### src/rtl/tv_trig_gen.sv
// TV/video trigger: conditions raw HS and odd/even inputs, counts lines per field,
// and issues a one-cycle trigger on the selected video event, with arm and hold-off.

module tv_trig_filt #(
  parameter int FILT_LEN = 4
) (
  input  logic clk_in,
  input  logic rst_n,
  input  logic raw_in,
  output logic lvl
);
  localparam int CW = (FILT_LEN < 2) ? 1 : $clog2(FILT_LEN + 1);

  logic          s1_q, s2_q;
  logic          lvl_q, lvl_d;
  logic [CW-1:0] cnt_q, cnt_d;

  // The level flips only once FILT_LEN consecutive synchronised samples disagree with it.
  // NOTE: every combinational output gets a default first, so no path can infer a latch.
  always_comb begin
    lvl_d = lvl_q;
    cnt_d = '0;
    if (s2_q != lvl_q) begin
      if (cnt_q == CW'(FILT_LEN - 1)) lvl_d = s2_q;
      else                            cnt_d = cnt_q + 1'b1;
    end
  end

  // NOTE: sequential state uses non-blocking assignments so all flops update together.
  always_ff @(posedge clk_in) begin
    if (!rst_n) begin
      s1_q  <= 1'b0;
      s2_q  <= 1'b0;
      lvl_q <= 1'b0;
      cnt_q <= '0;
    end else begin
      s1_q  <= raw_in;
      s2_q  <= s1_q;
      lvl_q <= lvl_d;
      cnt_q <= cnt_d;
    end
  end

  assign lvl = lvl_q;
endmodule

module tv_trig_gen #(
  parameter int LINE_W   = 11,
  parameter int FILT_LEN = 4,
  parameter int HOLD_W   = 16
) (
  input  logic              clk_in,
  input  logic              rst_n,
  input  logic              hs_in,
  input  logic              oe_in,
  input  logic              hs_pol,
  input  logic              oe_pol,
  input  logic [2:0]        mode,
  input  logic [1:0]        field_sel,
  input  logic [LINE_W-1:0] target_line,
  input  logic [HOLD_W-1:0] holdoff,
  input  logic              arm,
  output logic              trig,
  output logic [LINE_W-1:0] line_cnt,
  output logic              field_odd,
  output logic [LINE_W-1:0] lines_last,
  output logic              locked
);
  localparam logic [1:0] ST_IDLE  = 2'd0;
  localparam logic [1:0] ST_READY = 2'd1;
  localparam logic [1:0] ST_HOLD  = 2'd2;

  logic hs_lvl, oe_lvl;
  logic hs_dly_q, oe_dly_q;
  logic hs_ev_q, hs_ev_d, odd_ev_q, odd_ev_d, even_ev_q, even_ev_d;
  logic fld_ev;

  logic [LINE_W-1:0] line_q, line_d, last_q, last_d;
  logic              fodd_q, fodd_d, locked_q, locked_d, seen_q, seen_d;
  logic              qual, hit;

  logic [1:0]        state_q, state_d;
  logic [HOLD_W-1:0] hold_q, hold_d;
  logic              trig_q, trig_d;

  tv_trig_filt #(.FILT_LEN(FILT_LEN)) u_hs_filt (
    .clk_in(clk_in), .rst_n(rst_n), .raw_in(hs_in ^ hs_pol), .lvl(hs_lvl)
  );
  tv_trig_filt #(.FILT_LEN(FILT_LEN)) u_oe_filt (
    .clk_in(clk_in), .rst_n(rst_n), .raw_in(oe_in ^ oe_pol), .lvl(oe_lvl)
  );

  always_comb begin
    hs_ev_d   = hs_lvl & ~hs_dly_q;
    odd_ev_d  = oe_lvl & ~oe_dly_q;
    even_ev_d = ~oe_lvl & oe_dly_q;
  end

  assign fld_ev = odd_ev_q | even_ev_q;

  // A field edge is applied before a coincident HS, so that HS becomes line 1.
  always_comb begin
    line_d   = line_q;
    fodd_d   = fodd_q;
    last_d   = last_q;
    locked_d = locked_q;
    seen_d   = seen_q;
    if (fld_ev) begin
      line_d   = '0;
      fodd_d   = odd_ev_q;
      last_d   = line_q;
      locked_d = seen_q && (line_q == last_q);
      seen_d   = 1'b1;
    end
    if (hs_ev_q && (line_d != '1)) line_d = line_d + 1'b1;
  end

  always_comb begin
    case (field_sel)
      2'b01:   qual = fodd_d;
      2'b10:   qual = ~fodd_d;
      default: qual = 1'b1;
    endcase
    case (mode)
      3'd0:    hit = even_ev_q;
      3'd1:    hit = odd_ev_q;
      3'd2:    hit = fld_ev;
      3'd3:    hit = hs_ev_q;
      3'd4:    hit = hs_ev_q && (line_d == target_line) && (target_line != '0) && qual;
      default: hit = 1'b0;
    endcase
  end

  always_comb begin
    state_d = state_q;
    hold_d  = hold_q;
    trig_d  = 1'b0;
    if (!arm) begin
      state_d = ST_IDLE;
      hold_d  = '0;
    end else begin
      case (state_q)
        ST_IDLE:  state_d = ST_READY;
        ST_READY: if (hit) begin
          trig_d = 1'b1;
          if (holdoff != '0) begin
            hold_d  = holdoff;
            state_d = ST_HOLD;
          end
        end
        // Leaving on hold_q == 1 makes the earliest retrigger land holdoff+1 cycles later.
        ST_HOLD: if (hold_q <= HOLD_W'(1)) begin
          hold_d  = '0;
          state_d = ST_READY;
        end else begin
          hold_d = hold_q - 1'b1;
        end
        default: state_d = ST_IDLE;
      endcase
    end
  end

  always_ff @(posedge clk_in) begin
    if (!rst_n) begin
      hs_dly_q  <= 1'b0;
      oe_dly_q  <= 1'b0;
      hs_ev_q   <= 1'b0;
      odd_ev_q  <= 1'b0;
      even_ev_q <= 1'b0;
      line_q    <= '0;
      fodd_q    <= 1'b0;
      last_q    <= '0;
      locked_q  <= 1'b0;
      seen_q    <= 1'b0;
      state_q   <= ST_IDLE;
      hold_q    <= '0;
      trig_q    <= 1'b0;
    end else begin
      hs_dly_q  <= hs_lvl;
      oe_dly_q  <= oe_lvl;
      hs_ev_q   <= hs_ev_d;
      odd_ev_q  <= odd_ev_d;
      even_ev_q <= even_ev_d;
      line_q    <= line_d;
      fodd_q    <= fodd_d;
      last_q    <= last_d;
      locked_q  <= locked_d;
      seen_q    <= seen_d;
      state_q   <= state_d;
      hold_q    <= hold_d;
      trig_q    <= trig_d;
    end
  end

  assign trig       = trig_q;
  assign line_cnt   = line_q;
  assign field_odd  = fodd_q;
  assign lines_last = last_q;
  assign locked     = locked_q;
endmodule

### config.mk
export PLATFORM = sky130hd
export DESIGN_NAME = tv_trig_gen
export DESIGN_NICKNAME = d
export VERILOG_FILES = /design/src/rtl/tv_trig_gen.sv
export SDC_FILE = /design/constraint.sdc
export NUM_CORES = 1
export LEC_CHECK = 0
export BUFFER_PORTS_ARGS = -buffer_cell sky130_fd_sc_hd__buf_2
export CORE_UTILIZATION = 35
export DETAILED_ROUTE_END_ITERATION = 10
export GPL_ROUTABILITY_DRIVEN = 0
export GPL_TIMING_DRIVEN = 0
export PLACE_DENSITY = 0.54
export SYNTH_ARGS = -nofsm -noshare
export SYNTH_HDL_FRONTEND = slang
export SYNTH_SLANG_ARGS = --single-unit
### constraint.sdc
create_clock -name clk_in -period 5.2 [get_ports clk_in]
set_input_delay 0.26 -clock clk_in [delete_from_list [all_inputs] [get_ports clk_in]]
set_output_delay 0.26 -clock clk_in [all_outputs]
set_load 0.02 [all_outputs]
* Word-level counts from Yosys, hierarchy flattened
Cells that the tools add are included.
Storage, ports and cells: flip-flop bits (word level) 61, output and inout port bits 25, input port bits 39, word-level logic and storage cells 89
Operators by class: equality and inequality tests 18, add/sub/neg operators 4, bitwise logic cells 13, order comparisons 1, muxes and demuxes 14, reductions and logical operators 18
Operators with widths (number):
- $mux 16 | 3
- $pmux 16 s2 | 1
- $eq 11x11->1 | 2
- $mux 11 | 2
- $le 16x1->1 const B | 1
- $reduce_bool 16->1 | 1
- $sub 16x1->16 const B | 1
- $eq 3x2->1 const B | 4
- $add 11x1->11 const B | 1
- $ne 11x11->1 const B | 1
- $reduce_bool 11->1 | 1
- $reduce_and 3->1 | 3
- $not 1->1 | 7
- $add 3x1->3 const B | 2
- $mux 2 | 3
- $ne 2x2->1 const B | 3
- $pmux 2 s3 | 1
- $reduce_and 2->1 | 3
- $reduce_or 3->1 | 2
- $logic_and 1x1->1 | 5
- $pmux 1 s5 | 1
- $eq 2x1->1 const B | 2
- $eq 2x2->1 const B | 2
- $and 1x1->1 | 3
- 10 further kinds | 13

* Depth between registers and ports, before layout
depth in word-level cells 12, mapped depth 17, mapped depth without buffers 13

* Modules after synthesis
From an unflattened synthesis, not the netlist that was laid out.
Unflattened totals: cell total of the unflattened synthesis 437, area total of the unflattened synthesis 3544.6 um^2
Modules (own cells, without submodules):
- tv_trig_gen | area each 3111.7 um^2, instances 1, cells each 403, sequential area each 980.9 um^2
- tv_trig_filt | area each 216.5 um^2, instances 2, cells each 17, sequential area each 120.1 um^2

* Worst setup path before layout
No wires, ideal clock.
path type reg-to-reg, start reg odd_ev_q, end reg hold_q[5], path buffers 4, arrival 3.466 ns, period minus slack after synthesis 3.587 ns, setup slack 1.613 ns, stages on the path, launching flop included 17, setup time 0.122 ns, data required time 5.078 ns, cell sequence dfxtp_1 > buf_6 > nor2_2 > buf_6 > clkbuf_1 > and2_1 > ha_1 > nand4_1 > a211oi_2 > mux2i_1 > nand4_1 > a2111oi_2 > nand2_1 > o32ai_2 > buf_6 > nor2_1 > a221o_1
Between the ends: longest elaborated chain between the ends 12, elaborated cells on any way between the ends 16, those cells by class 1 x add/sub; 3 x eq/ne; 5 x mux; 2 x bitwise; 5 x reduce/logical
Ends and longest elaborated chain:
- start, declared | RTL line 75 | logic hs_ev_q, hs_ev_d, odd_ev_q, odd_ev_d, even_ev_q, even_ev_d;
- start signal, assigned | RTL line 182 | odd_ev_q <= odd_ev_d;
- branches (longest 9 deep; another with $add 11x1->11)
- $pmux 1 s5 * | RTL line 124 | case (mode)
- $ne 2x2->1 (no source line) *
- $reduce_and 3->1 (no source line) *
- end signal, assigned | RTL line 190 | hold_q <= hold_d;
- end, declared | RTL line 83 | logic [HOLD_W-1:0] hold_q, hold_d;
Mark *: on every way between the ends. A chain may end at the register's enable or synchronous reset.

* Worst setup path after layout
start reg even_ev_q, end reg hold_q[5]
Between the ends: longest elaborated chain between the ends 12, elaborated cells on any way between the ends 16, those cells by class 1 x add/sub; 3 x eq/ne; 5 x mux; 2 x bitwise; 5 x reduce/logical
Ends and longest elaborated chain:
- start, declared | RTL line 75
- start signal, assigned | RTL line 183 | even_ev_q <= even_ev_d;
- branches (longest 9 deep; another with $add 11x1->11)
- $pmux 1 s5 * | RTL line 124
- $ne 2x2->1 (no source line) *
- $reduce_and 3->1 (no source line) *
Marks and branches as above.

==> metrics.txt <==
# TYPE chip_impl_metric gauge
chip_impl_info{name="grt_setup_unrepaired",value="no"} 1
chip_impl_metric{name="synth_async_sr_flop_share",unit=""} 0
chip_impl_metric{name="io_pins",unit=""} 64
chip_impl_metric{name="vdd_ir_drop_max",unit="mV"} 0.113
chip_impl_metric{name="synth_cell_types",unit=""} 77
chip_impl_metric{name="avgViaCountPerCell",unit=""} 5.48
chip_impl_metric{name="drt-met1-wl",unit="um"} 5580
chip_impl_metric{name="depth_of_the_cts_h_tree",unit=""} 3
chip_impl_metric{name="route.detailed.wl_per_inst",unit="um"} 16.5
chip_impl_metric{name="timing.final.crit_share",unit=""} 0.844
chip_impl_metric{name="max_clock_freq",unit="MHz"} 228
chip_impl_metric{name="worst_ep_arrival_time",unit="ns"} 4.64
chip_impl_metric{name="post_layout_nonfiller_instances",unit=""} 686
chip_impl_metric{name="via_count",unit=""} 3761
chip_impl_metric{name="post_cts.resized_instances",unit=""} 0
chip_impl_metric{name="postSynthAreaPerCell",unit="sq um"} 8.10
chip_impl_metric{name="syn-instance-count",unit=""} 472
chip_impl_metric{name="place.port_buffers",unit=""} 62
chip_impl_metric{name="die_w",unit="um"} 107
chip_impl_metric{name="estimated_wirelength_of_the_detail_placed_design",unit="um"} 8410
chip_impl_metric{name="finalClockSkew",unit="ns"} 0.0127
chip_impl_metric{name="worstSkewPairLatency",unit="ns"} 0.35
chip_impl_metric{name="ys_seq_area_frac",unit=""} 0.319
chip_impl_info{name="worst-setup-path-type",value="register to register"} 1
chip_impl_metric{name="cts_post_setup_buffers_inserted",unit=""} 0
chip_impl_info{name="cts_root_buffer",value="clkbuf_8"} 1
chip_impl_metric{name="hold_buffers",unit=""} 0
chip_impl_metric{name="grt_usage",unit=""} 0.203
chip_impl_metric{name="post_synth_net_total",unit=""} 520
chip_impl_info{name="cts_tree",value="yes"} 1
chip_impl_metric{name="core_region_area",unit="sq um"} 10500
chip_impl_metric{name="power.static_leakage",unit="nW"} 1.92
chip_impl_metric{name="grt_antenna_before_repair",unit=""} 0
chip_impl_metric{name="drc",unit=""} 0
chip_impl_info{name="highest-signal-layer",value="met4"} 1
chip_impl_metric{name="grt_pass1_wl",unit="um"} 17800
chip_impl_metric{name="number_of_flip_flops_and_latches_in_the_synthesized_netlist",unit=""} 61
chip_impl_metric{name="hold_violations",unit=""} 0
chip_impl_metric{name="number_of_antenna_cells_inserted",unit=""} 0
chip_impl_metric{name="first_global_vias",unit=""} 3312
chip_impl_metric{name="gr-total-overflow",unit=""} 0
chip_impl_metric{name="drtIter0Drc",unit=""} 325
chip_impl_metric{name="maxCapViolCount",unit=""} 0
chip_impl_metric{name="place_inst",unit=""} 670
chip_impl_metric{name="synth_warn",unit=""} 0
chip_impl_info{name="worstHoldPathType",value="input port to register"} 1
chip_impl_metric{name="synth_top_area_share",unit=""} 0.319
chip_impl_metric{name="die_h",unit="um"} 107
chip_impl_metric{name="worstMarginPinSlew",unit="ns"} 1.20
chip_impl_metric{name="setup-violations-final",unit=""} 0
chip_impl_metric{name="flow.area_growth_from_synthesis",unit="%"} 17.7
chip_impl_metric{name="met3WireLength",unit="um"} 902
chip_impl_metric{name="drive_gt1_frac",unit=""} 0.215
chip_impl_metric{name="worst_setup_hold_path_clk_slew",unit="ns"} 0.08
chip_impl_metric{name="tritoncts_num_sinks",unit=""} 61
chip_impl_metric{name="fp-row-count",unit=""} 37
chip_impl_info{name="post-synth-top-area-cell",value="dfxtp_1"} 1
chip_impl_metric{name="max-clock-path-buffers",unit=""} 2
chip_impl_metric{name="floorplan.initialDensity",unit=""} 0.365
chip_impl_metric{name="slew_violations",unit=""} 0
chip_impl_info{name="end_kind",value="register"} 1
chip_impl_metric{name="finish.net_count",unit=""} 593
chip_impl_info{name="yosysMostFrequentCell",value="dfxtp_1"} 1
chip_impl_metric{name="period_minus_slack",unit="ns"} 4.39
chip_impl_metric{name="postPlaceCellArea",unit="sq um"} 4300
chip_impl_info{name="most_used_flip_flop_cell_after_synthesis",value="dfxtp_1"} 1
chip_impl_info{name="critPathLaunchType",value="register"} 1
chip_impl_metric{name="final_util",unit=""} 0.430
chip_impl_metric{name="final_ws_setup",unit="ns"} 0.809
chip_impl_metric{name="die_area",unit="sq um"} 11300
chip_impl_metric{name="wirelength",unit="um"} 11300
chip_impl_metric{name="post-place-ws",unit="ns"} 0.833
chip_impl_metric{name="synth_area",unit="sq um"} 3820
chip_impl_metric{name="critical_path.max_fanout",unit=""} 10
chip_impl_metric{name="setup_total_negative_slack",unit="ns"} 0
chip_impl_metric{name="fin_area",unit="sq um"} 4500
chip_impl_metric{name="maximum_number_of_pins_on_one_net_before_global_route_repair",unit=""} 13
chip_impl_metric{name="max_slew_margin",unit=""} 0.195
chip_impl_metric{name="drt_antenna_net_count",unit=""} 0
chip_impl_metric{name="wl_met2",unit="um"} 4630
chip_impl_info{name="synthTopCellsByCount",value="dfxtp_1, nand2_1, nor2_1, a21oi_1, inv_1"} 1
chip_impl_metric{name="power_per_cell_area",unit="nW/um^2"} 217
chip_impl_metric{name="number_of_iterations_in_the_first_detailed_routing_pass",unit=""} 5
chip_impl_info{name="synth_area_leaders",value="dfxtp_1, nand2_1, nor2_1"} 1
chip_impl_metric{name="numCtsBuffers",unit=""} 9
chip_impl_info{name="status",value="complete, no violations"} 1
chip_impl_metric{name="required",unit="ns"} 5.44
chip_impl_metric{name="count_of_flip_flops_with_a_built_in_enable_after_synthesis",unit=""} 0
[cell type report]
cell class / instances / area (sq um)
buffer: 28 / 206
fill: 1122 / 5960
clock buffer: 9 / 124
tap: 136 / 170
clock inverter: 7 / 73.8
inverter: 22 / 82.6
sequential: 61 / 1220
timing repair buffer: 62 / 310
multi-input combinational: 361 / 2310
[routing by layer]
| layer | vias to the layer above | track usage |
|---|---|---|
| met5 | - | 0 |
| met4 | 0 | 0.0646 |
| met3 | 16 | 0.0564 |
| met2 | 124 | 0.284 |
| met1 | 1761 | 0.296 |
| li1 | 1860 | - |
[worst max-delay path: stages, from the launching register on]
cell and delay [ns]:
dfxtp_1 0.34, buf_2 0.20, nor2_2 0.32, buf_6 0.21, clkbuf_1 0.38, and2_1 0.19
ha_1 0.22, nand4_1 0.23, a211oi_2 0.41, mux2i_1 0.23, nand4_1 0.14, a2111oi_2 0.38
nand2_1 0.13, o32ai_2 0.39, buf_6 0.20, nor2_1 0.05, a221o_1 0.25
[sequential cells by signal (all words and copies together), names as in the netlist, 2 cells and up]
name	count
hold_q	16
line_cnt	11
lines_last	11
state_q	2
u_hs_filt.cnt_q	3
u_oe_filt.cnt_q	3
[cell families after synthesis]
group,synth area share
buf+inv,0.0756
fa+ha+maj,0.0295
mux,0.0370
compound gates,0.185
flops,0.319
simple gates,0.294
xor+xnor,0.0596
[through the flow]
stage / power [mW] / hold WS [ns]
3_5_place_dp: 0.545 / 0.380
5_1_grt: 1.01 / 0.133
6_report: 0.975 / 0.147
2_1_floorplan: 0.513 / 0.367
3_3_place_gp: 0.544 / 0.373
4_1_cts: 0.987 / 0.136
[final timing paths]
kind	start	to	slack (ns)	cells after the start
worst min register to register	hs_dly_q	hs_ev_q	0.39	1
worst min-delay path	oe_in	u_oe_filt.s1_q	0.15	3
worst max register to register	even_ev_q	hold_q[5]	0.81	16
worst max-delay path	even_ev_q	hold_q[5]	0.81	16
[where the power goes]
| part | internal, mW | switching (mW) |
|---|---|---|
| combinational | 0.0262 | 0.0374 |
| sequential | 0.470 | 0.00125 |
| clock | 0.223 | 0.218 |
| total | 0.719 | 0.257 |
[cells in the final DEF, fill, tap and decap left out, types with 3 or more instances in the layout]
cell,instances
a211oi_1,3
a21oi_1,26
a31o_1,3
a31oi_1,6
and2_1,7
and3_1,6
buf_2,66
buf_6,9
clkbuf_1,10
clkbuf_8,10
dfxtp_1,61
ha_1,9
inv_1,22
mux2i_1,13
nand2_1,56
nand2b_1,5
nand3_1,20
nand4_1,14
nor2_1,44
nor2b_1,5
nor3_1,10
nor4_1,12
nor4b_1,3
o211ai_1,4
o21ai_0,15
o21ai_1,4
o31ai_1,6
or3_1,4
or4_1,6
xnor2_1,12
xor2_1,14
No activity file was read; power rests on OpenSTA's default activity.
